<file path="config.mk">
export PLATFORM = sky130hd
export DESIGN_NAME = coin_return_dispenser
export DESIGN_NICKNAME = d
export VERILOG_FILES = /design/src/rtl/coin_return_dispenser_pkg.sv /design/src/rtl/coin_return_dispenser_coin_select.sv /design/src/rtl/coin_return_dispenser.sv
export SDC_FILE = /design/constraint.sdc
export NUM_CORES = 1
export LEC_CHECK = 0
export BUFFER_PORTS_ARGS = -buffer_cell sky130_fd_sc_hd__buf_2
export CAP_MARGIN = 20
export CORE_AREA = 5 5 131 102
export CTS_CLUSTER_SIZE = 8
export DETAILED_ROUTE_END_ITERATION = 7
export DIE_AREA = 0 0 136 107
export HOLD_SLACK_MARGIN = 0.08
export PLACE_DENSITY = 0.73
export SETUP_SLACK_MARGIN = 0.15
export SYNTH_ARGS = -nofsm -noshare
export SYNTH_HDL_FRONTEND = slang
export SYNTH_SLANG_ARGS = --single-unit
</file>
<file path="constraint.sdc">
create_clock -name clk -period 6.4 [get_ports clk]
set_clock_uncertainty 0.05 [all_clocks]
set_input_delay 0 -clock clk [delete_from_list [all_inputs] [get_ports clk]]
set_output_delay 0 -clock clk [all_outputs]
set_load 0.02 [all_outputs]
</file>
<file path="src/rtl/coin_return_dispenser_pkg.sv">
// Shared vending-machine definitions: coin denominations, their one-hot
// tray encodings, datapath widths and the payout FSM state codes.
package coin_return_dispenser_pkg;

    localparam int kNumCoins     = 3;
    localparam int kBalanceWidth = 32;
    localparam int kCountWidth   = 16;

    localparam logic [kBalanceWidth-1:0] kValue100  = 32'd100;
    localparam logic [kBalanceWidth-1:0] kValue500  = 32'd500;
    localparam logic [kBalanceWidth-1:0] kValue1000 = 32'd1000;

    // One-hot coin bus: bit0=100, bit1=500, bit2=1000.
    localparam logic [kNumCoins-1:0] kCoinNone = 3'b000;
    localparam logic [kNumCoins-1:0] kCoin100  = 3'b001;
    localparam logic [kNumCoins-1:0] kCoin500  = 3'b010;
    localparam logic [kNumCoins-1:0] kCoin1000 = 3'b100;

    localparam logic [kCountWidth-1:0] kCountZero = '0;
    localparam logic [kCountWidth-1:0] kCountOne  = 16'd1;

    localparam logic [1:0] IDLE     = 2'd0;
    localparam logic [1:0] DISPENSE = 2'd1;
    localparam logic [1:0] DONE     = 2'd2;

    // Result of picking the next coin for a given remaining amount.
    typedef struct packed {
        logic [kNumCoins-1:0]     coin;
        logic [kBalanceWidth-1:0] value;
        logic                     valid;
    } coin_pick_t;

endpackage

</file>
<file path="src/rtl/coin_return_dispenser_coin_select.sv">
// Greedy coin picker: largest denomination not exceeding the remaining
// amount. valid is low once less than the smallest coin is left.
module coin_select
    import coin_return_dispenser_pkg::*;
(
    input  logic [kBalanceWidth-1:0] remaining,
    output coin_pick_t               pick
);

    // Largest-first priority chain over the three denominations.
    always_comb begin
        pick.coin  = kCoinNone;
        pick.value = '0;
        pick.valid = 1'b0;
        if (remaining >= kValue1000) begin
            pick.coin  = kCoin1000;
            pick.value = kValue1000;
            pick.valid = 1'b1;
        end else if (remaining >= kValue500) begin
            pick.coin  = kCoin500;
            pick.value = kValue500;
            pick.valid = 1'b1;
        end else if (remaining >= kValue100) begin
            pick.coin  = kCoin100;
            pick.value = kValue100;
            pick.valid = 1'b1;
        end
    end

endmodule

</file>
<file path="src/rtl/coin_return_dispenser.sv">
// Change payout engine: latches the balance on start, then emits one coin
// per tray-ready cycle (largest first) and reports the undispensable rest.
module coin_return_dispenser
    import coin_return_dispenser_pkg::*;
(
    input  logic                     clk,
    input  logic                     reset,
    input  logic                     i_start,
    input  logic [kBalanceWidth-1:0] i_balance,
    input  logic                     i_tray_ready,
    output logic [kNumCoins-1:0]     o_return_coin,
    output logic                     o_busy,
    output logic                     o_done,
    output logic [kBalanceWidth-1:0] o_residual,
    output logic [kCountWidth-1:0]   o_count_1000,
    output logic [kCountWidth-1:0]   o_count_500,
    output logic [kCountWidth-1:0]   o_count_100
);

    logic [1:0]               state;
    logic [kBalanceWidth-1:0] remaining;
    coin_pick_t               pick;

    coin_select u_coin_select (
        .remaining (remaining),
        .pick      (pick)
    );

    // Busy covers the whole payout including the completion cycle.
    assign o_busy = (state == DISPENSE) || (state == DONE);

    // Payout FSM, remaining-amount register and per-denomination counters.
    always_ff @(posedge clk) begin
        if (reset) begin
            state         <= IDLE;
            remaining     <= '0;
            o_return_coin <= kCoinNone;
            o_done        <= 1'b0;
            o_residual    <= '0;
            o_count_1000  <= kCountZero;
            o_count_500   <= kCountZero;
            o_count_100   <= kCountZero;
        end else begin
            case (state)
                IDLE: begin
                    o_return_coin <= kCoinNone;
                    o_done        <= 1'b0;
                    if (i_start) begin
                        remaining    <= i_balance;
                        o_residual   <= '0;
                        o_count_1000 <= kCountZero;
                        o_count_500  <= kCountZero;
                        o_count_100  <= kCountZero;
                        state        <= DISPENSE;
                    end
                end
                DISPENSE: begin
                    if (!pick.valid) begin
                        // Nothing payable left: publish the leftover and finish.
                        o_return_coin <= kCoinNone;
                        o_residual    <= remaining;
                        o_done        <= 1'b1;
                        state         <= DONE;
                    end else if (!i_tray_ready) begin
                        o_return_coin <= kCoinNone;
                    end else begin
                        o_return_coin <= pick.coin;
                        remaining     <= remaining - pick.value;
                        if (pick.coin == kCoin1000) o_count_1000 <= o_count_1000 + kCountOne;
                        if (pick.coin == kCoin500)  o_count_500  <= o_count_500  + kCountOne;
                        if (pick.coin == kCoin100)  o_count_100  <= o_count_100  + kCountOne;
                    end
                end
                DONE: begin
                    o_return_coin <= kCoinNone;
                    o_done        <= 1'b0;
                    state         <= IDLE;
                end
                default: begin
                    o_return_coin <= kCoinNone;
                    o_done        <= 1'b0;
                    state         <= IDLE;
                end
            endcase
        end
    end

endmodule

</file>
## Yosys cells after proc, flatten, opt, wreduce, memory -nomap -nowiden

Cells that the tools add are included.

- Reductions and logical operators: 11
- Bitwise operators: 3
- Add/subtract/negate cells: 4
- Equality and inequality tests: 12
- Mux-type cells: 26
- Multipliers: 0
- Div/mod/pow operators: 0
- Shifts and indexed selects: 0
- $lt $le $gt $ge: 3

Operators with widths:

| kind | count |
|---|---|
| $mux W16 | 10 |
| $mux W32 | 5 |
| $pmux W32 S2 | 2 |
| $pmux W16 S2 | 3 |
| $mux W36 | 2 |
| $add A16 B1 Y16 const B | 3 |
| $mux W34 | 1 |
| $ge A32 B10 Y1 const B | 1 |
| $ge A32 B7 Y1 const B | 1 |
| $ge A32 B9 Y1 const B | 1 |
| $sub A32 B32 Y32 | 1 |
| $reduce_and A5 Y1 | 3 |
| $ne A2 B2 Y1 const B | 4 |
| $ne A2 B1 Y1 const B | 3 |
| $mux W2 | 2 |
| $pmux W2 S2 | 1 |
| $reduce_and A4 Y1 | 1 |
| $reduce_or A4 Y1 | 1 |
| $eq A3 B1 Y1 const B | 1 |
| $eq A3 B2 Y1 const B | 1 |
| $eq A3 B3 Y1 const B | 1 |
| $not A1 Y1 | 3 |
| $reduce_and A3 Y1 | 1 |
| $eq A2 B1 Y1 const B | 1 |
| 6 further kinds | 6 |

- Logic and storage cells: 67
- Memory bits (writable): 0
- Latch bits: 0
- Register bits after elaboration: 118
- Memories: 0
- Bits in read-only memories: 0

## Longest topological paths before layout

- Word-level depth: 9
- Depth in mapped cells: 15
- Mapped depth without buffers: 14

## Cells and area by module

A second synthesis with hierarchy kept.

- Cells, all modules: 841
- Area, all modules: 6,911.6 um^2

Modules (own cells, without submodules):

| module | sequential area each (um^2) | instances | cells an instance | area an instance (um^2) |
|---|---|---|---|---|
| coin_return_dispenser | 2,362.3 | 1 | 787 | 6,495.0 |
| coin_select | 0.0 | 1 | 54 | 416.6 |

## Worst setup path before layout

Ideal clock, no wire load.

- Path type: reg-to-reg
- From: register remaining[10]
- To: register remaining[20]
- Data arrival time: 3.508 ns
- Period minus slack after synthesis: 3.670 ns
- Library setup time: 0.112 ns
- Cell stages (with the launch flop): 16
- Required time: 6.238 ns
- Setup slack: 2.730 ns
- Cells stage by stage: dfxtp_1 -> buf_2 -> nor4_4 -> nand4b_1 -> nor3_4 -> nor2b_1 -> ha_1 -> inv_1 -> fa_1 -> a21o_1 -> o31a_1 -> a41oi_2 -> o21ai_2 -> nor3_1 -> mux2i_1 -> a2111oi_1

- Word-level cells in the longest chain between the ends: 8
- Elaborated cells between the ends (all ways): 12
- Those cells by class: add/sub: 1; order compare: 3; eq/ne: 1; mux: 6; reduce/logical: 1

RTL lines:

| what | RTL line | RTL |
|---|---|---|
| start: declaration | coin_return_dispenser.sv:21 | `logic [kBalanceWidth-1:0] remaining;` |
| start signal: assignment | coin_return_dispenser.sv:49 | `remaining <= i_balance;` |
| start signal: assignment | coin_return_dispenser.sv:68 | `remaining <= remaining - pick.value;` |
| $ge A32 B7 Y1 | coin_return_dispenser_coin_select.sv:23 | `end else if (remaining >= kValue100) begin` |
| $mux W34 | coin_return_dispenser_coin_select.sv:23 |  |
| $mux W36 | coin_return_dispenser_coin_select.sv:19 | `end else if (remaining >= kValue500) begin` |
| $mux W36 | coin_return_dispenser_coin_select.sv:15 | `if (remaining >= kValue1000) begin` |
| $sub A32 B32 Y32 | coin_return_dispenser.sv:68 |  |
| $mux W32 | coin_return_dispenser.sv:64 | `end else if (!i_tray_ready) begin` |
| $mux W32 | coin_return_dispenser.sv:58 | `if (!pick.valid) begin` |
| $pmux W32 S2 | coin_return_dispenser.sv:44 | `case (state)` |

Parallel ways exist; a longest one is shown, timed or not. The select of a mux whose other input is x is not followed.
A chain may end at the register's enable or synchronous reset.

## Final worst setup path

- From: register remaining[3]
- To: register remaining[20]

The elaborated chain is that of the path after synthesis.

==> flow_results.xml <==
<?xml version="1.0" encoding="UTF-8"?>
<metrics>
  <group name="outcome">
    <metric name="status" unit="">complete, no violations</metric>
  </group>
  <group name="final_layout">
    <metric name="finalNetCount" unit="">864</metric>
    <metric name="antenna_cells_inserted" unit="">0</metric>
    <metric name="area_growth_syn_to_layout" unit="%">28.3</metric>
    <metric name="layout_cell_area_excl_fill" unit="um2">7510</metric>
    <metric name="proportion_of_layout_cells_with_a_drive_suffix_above_1" unit="%">22.3</metric>
  </group>
  <group name="yosys">
    <metric name="netlist_top_cells_count" unit="">sky130_fd_sc_hd__dfxtp_1, sky130_fd_sc_hd__nor2_1, sky130_fd_sc_hd__nand2_1</metric>
    <metric name="synth_seq_area_share" unit="%">40.4</metric>
    <metric name="synthDistinctLibCells" unit="">81</metric>
    <metric name="synthDominantCellAreaShare" unit="%">40.4</metric>
    <metric name="syn_inst" unit="">673</metric>
    <metric name="synth_area" unit="um2">5850</metric>
    <metric name="synth-warning-count" unit="">0</metric>
    <metric name="avgSynthCellArea" unit="um2">8.70</metric>
    <metric name="synth-main-ff-cell" unit="">sky130_fd_sc_hd__dfxtp_1</metric>
    <metric name="synth_top_area_cell" unit="">sky130_fd_sc_hd__dfxtp_1</metric>
    <metric name="synthArstFlopShare" unit="%">0</metric>
    <metric name="netlist_top_cells_area" unit="">sky130_fd_sc_hd__dfxtp_1, sky130_fd_sc_hd__nor2_1, sky130_fd_sc_hd__xor2_1</metric>
    <metric name="synth.ff_latch_count" unit="">118</metric>
    <metric name="number_of_enable_flip_flop_cells_after_synthesis" unit="">0</metric>
    <metric name="synth_fp_nets" unit="">722</metric>
    <metric name="synth_most_common_cell" unit="">sky130_fd_sc_hd__dfxtp_1</metric>
  </group>
  <group name="power_and_ir_drop">
    <metric name="irDropWorstVdd" unit="mV">0.204</metric>
    <metric name="power_density" unit="nW/um2">363</metric>
    <metric name="p_leak" unit="nW">3.18</metric>
    <metric name="total_power" unit="W">0.00272</metric>
  </group>
  <group name="placed_design">
    <metric name="gp_routability_congestion" unit="">0.906</metric>
    <metric name="pre_cts_slack" unit="ns">2.21</metric>
    <metric name="dpl.hpwl" unit="um">11300</metric>
    <metric name="post_place_instance_area" unit="um2">6560</metric>
    <metric name="io_buffers" unit="">120</metric>
  </group>
  <group name="global_routing">
    <metric name="global_route_wire_length_before_repair" unit="um">27300</metric>
    <metric name="first_global_vias" unit="">5451</metric>
    <metric name="grt_antenna_before_repair" unit="">0</metric>
    <metric name="gr-total-overflow" unit="">0</metric>
    <metric name="grt_start_max_net_pins" unit="">61</metric>
    <metric name="grtUsageTotal" unit="%">23.0</metric>
  </group>
  <group name="die">
    <metric name="std_cell_rows" unit="">35</metric>
    <metric name="initial_core_util" unit="%">49.0</metric>
    <metric name="number_of_top_level_pins" unit="">121</metric>
    <metric name="fp.dieW" unit="um">136</metric>
    <metric name="dieHeight" unit="um">107</metric>
    <metric name="fp.coreArea" unit="um2">12000</metric>
    <metric name="die_area" unit="um2">14600</metric>
  </group>
  <group name="clock_network">
    <metric name="level_count_of_the_clock_h_tree" unit="">4</metric>
    <metric name="cts_resized" unit="">0</metric>
    <metric name="clk_pin_slew_worst_paths" unit="ns">0.06</metric>
    <metric name="cts_tree" unit="">done</metric>
    <metric name="insertion_delay" unit="ns">0.41</metric>
    <metric name="ctsHoldBuffers" unit="">33</metric>
    <metric name="cts_inserted_buffers" unit="">17</metric>
    <metric name="clock_buffer_depth" unit="">2</metric>
    <metric name="cts-root-buf" unit="">sky130_fd_sc_hd__clkbuf_16</metric>
    <metric name="cts.repair_timing.setup_buffer_count" unit="">0</metric>
    <metric name="clock_sink_count" unit="">118</metric>
  </group>
  <group name="drt">
    <metric name="num_vias" unit="">5704</metric>
    <metric name="post_drt_via_cell_ratio" unit="">5.74</metric>
    <metric name="drc_violations" unit="">0</metric>
    <metric name="antenna_violating_nets_post_route" unit="">0</metric>
    <metric name="detail_route.wl_per_cell" unit="um">16.8</metric>
    <metric name="dr.first_iter.drc_count" unit="">549</metric>
    <metric name="drt-pass1-iter-count" unit="">5</metric>
    <metric name="routed_wirelength" unit="um">16700</metric>
  </group>
  <group name="sta">
    <metric name="report.final.hold_viol_count" unit="">0</metric>
    <metric name="setup_slack" unit="ns">2.09</metric>
    <metric name="max_transition_margin" unit="%">26.0</metric>
    <metric name="setup_viol" unit="">0</metric>
    <metric name="report.final.slew_viol_count" unit="">0</metric>
    <metric name="min_period_over_period" unit="%">67.4</metric>
    <metric name="finalSetupTns" unit="ns">0</metric>
    <metric name="hold_slack" unit="ns">0.112</metric>
    <metric name="grt_setup_unrepaired" unit="">no</metric>
    <metric name="finalCriticalPeriod" unit="ns">4.31</metric>
    <metric name="measured_slew_at_the_worst_slew_check_pin" unit="ns">1.11</metric>
    <metric name="maxClockFrequency" unit="GHz">0.232</metric>
  </group>
  <group name="critical_path">
    <metric name="path_class" unit="">reg2reg</metric>
    <metric name="crit_slowest_cell" unit="">sky130_fd_sc_hd__nor3_2</metric>
    <metric name="max_stage_delay" unit="ns">0.61</metric>
    <metric name="cp_data_required_time" unit="ns">6.64</metric>
    <metric name="crit_path_max_fanout" unit="">10</metric>
    <metric name="crit_path_cell_chain" unit="">o311ai_1 &gt; nand2_1 &gt; nor3_2 &gt; nor2b_1 &gt; ha_1 &gt; inv_1 &gt; fa_1 &gt; a21o_1 &gt; o31a_1 &gt; a41oi_2 &gt; o21ai_2 &gt; nor3_1 &gt; mux2i_1 &gt; a2111oi_1</metric>
    <metric name="cp.arrival" unit="ns">4.55</metric>
    <metric name="critical_path.startpoint_type" unit="">register</metric>
    <metric name="worstSetupEndpointType" unit="">register</metric>
  </group>
  <group name="hold_path">
    <metric name="hold_class" unit="">in2reg</metric>
  </group>
  <group name="flow_run">
    <metric name="max_cap_violations" unit="">0</metric>
  </group>
</metrics>
==> path summary, 6_finish.rpt <==
check | slack [ns] | endpoint | from | cells after the start
worst max-delay path | 2.09 | remaining[20]$_SDFFE_PP0P_ | remaining[3]$_SDFFE_PP0P_ | 14
worst min-delay path | 0.11 | remaining[30]$_SDFFE_PP0P_ | i_balance[30] | 4
worst min register to register | 0.40 | o_residual[16]$_SDFFE_PP0P_ | o_residual[16]$_SDFFE_PP0P_ | 1
worst max register to register | 2.09 | remaining[20]$_SDFFE_PP0P_ | remaining[3]$_SDFFE_PP0P_ | 14
==> kinds of logic (layout without fill, tap and decap cells) <==
family / count (synthesis) / after routing / synth area share, %
simple gates: 308 / 308 / 28.6
compound gates: 136 / 136 / 17.0
fa+ha+maj: 13 / 13 / 2.91
flops: 118 / 118 / 40.4
buf+inv: 50 / 205 / 3.38
mux: 15 / 15 / 2.80
xor+xnor: 33 / 33 / 4.94
==> sequential cells by signal, summed over array words and instances (netlist names) <==
name and cells:
o_count_500 16, state 2, o_count_100 16, o_return_coin 3, o_residual 32, remaining 32, o_done 1, o_count_1000 16
==> cell type report <==
class	instances	area (um2)
Fill cell	1023	4440
Timing Repair Buffer	159	976
Tap cell	166	208
Multi-Input combinational cell	505	3290
Inverter	14	52.6
Clock buffer	17	425
Sequential cell	118	2360
Clock inverter	15	193
==> layer usage <==
layer	part of all wire [%]	global-route usage, %
met1	47	32.4
met2	45	35.6
met3	7.4	5.86
met4	0.96	5.32
met5	0	0
==> per-stage QoR <==
| stage | utilization, % | instances |
|---|---|---|
| 3_5_place_dp | 54.8 | 928 |
| 6_report | 62.8 | 994 |
| 3_3_place_gp | 54.8 | 928 |
| 4_1_cts | 62.8 | 993 |
| 5_1_grt | 62.8 | 994 |
| 2_1_floorplan | - | 673 |
==> report_power, final <==
group	internal, W	switching, W	total (W)
Sequential	0.000792	0.0000918	0.000884
Clock	0.000622	0.000377	0.000999
Combinational	0.000300	0.000539	0.000839
Total	0.00171	0.00101	0.00272
==> worst max-delay path: cells and delay by family, from the launching register on <==
family                   cells  cell delay (ns)
AO/OA/AOI/OAI                6             2.01
AND/OR/NAND/NOR              4             1.07
adder cells (fa/ha/maj)      2             0.44
flip-flops                   1             0.39
multiplexers                 1             0.13
buffers and inverters        1             0.08
==> cell usage in the layout (no fill, tap or decap), drive strengths merged, types with 5 or more instances in the layout <==
cell type and instances:
a211oi 12, a21oi 27, a22oi 14, a31oi 5, and2 30, and3 12, and4 6, buf 126
clkbuf 17, dfxtp 118, dlygate4sd3 33, ha 12, inv 20, mux2i 13, nand2 41, nand2b 8
nand3 38, nand4 9, nor2 92, nor3 21, nor4 19, o21a 6, o21ai 20, o311ai 5
o31ai 6, or3 11, xnor2 8, xor2 25
Note: power is estimated with default switching activity, not from simulation.
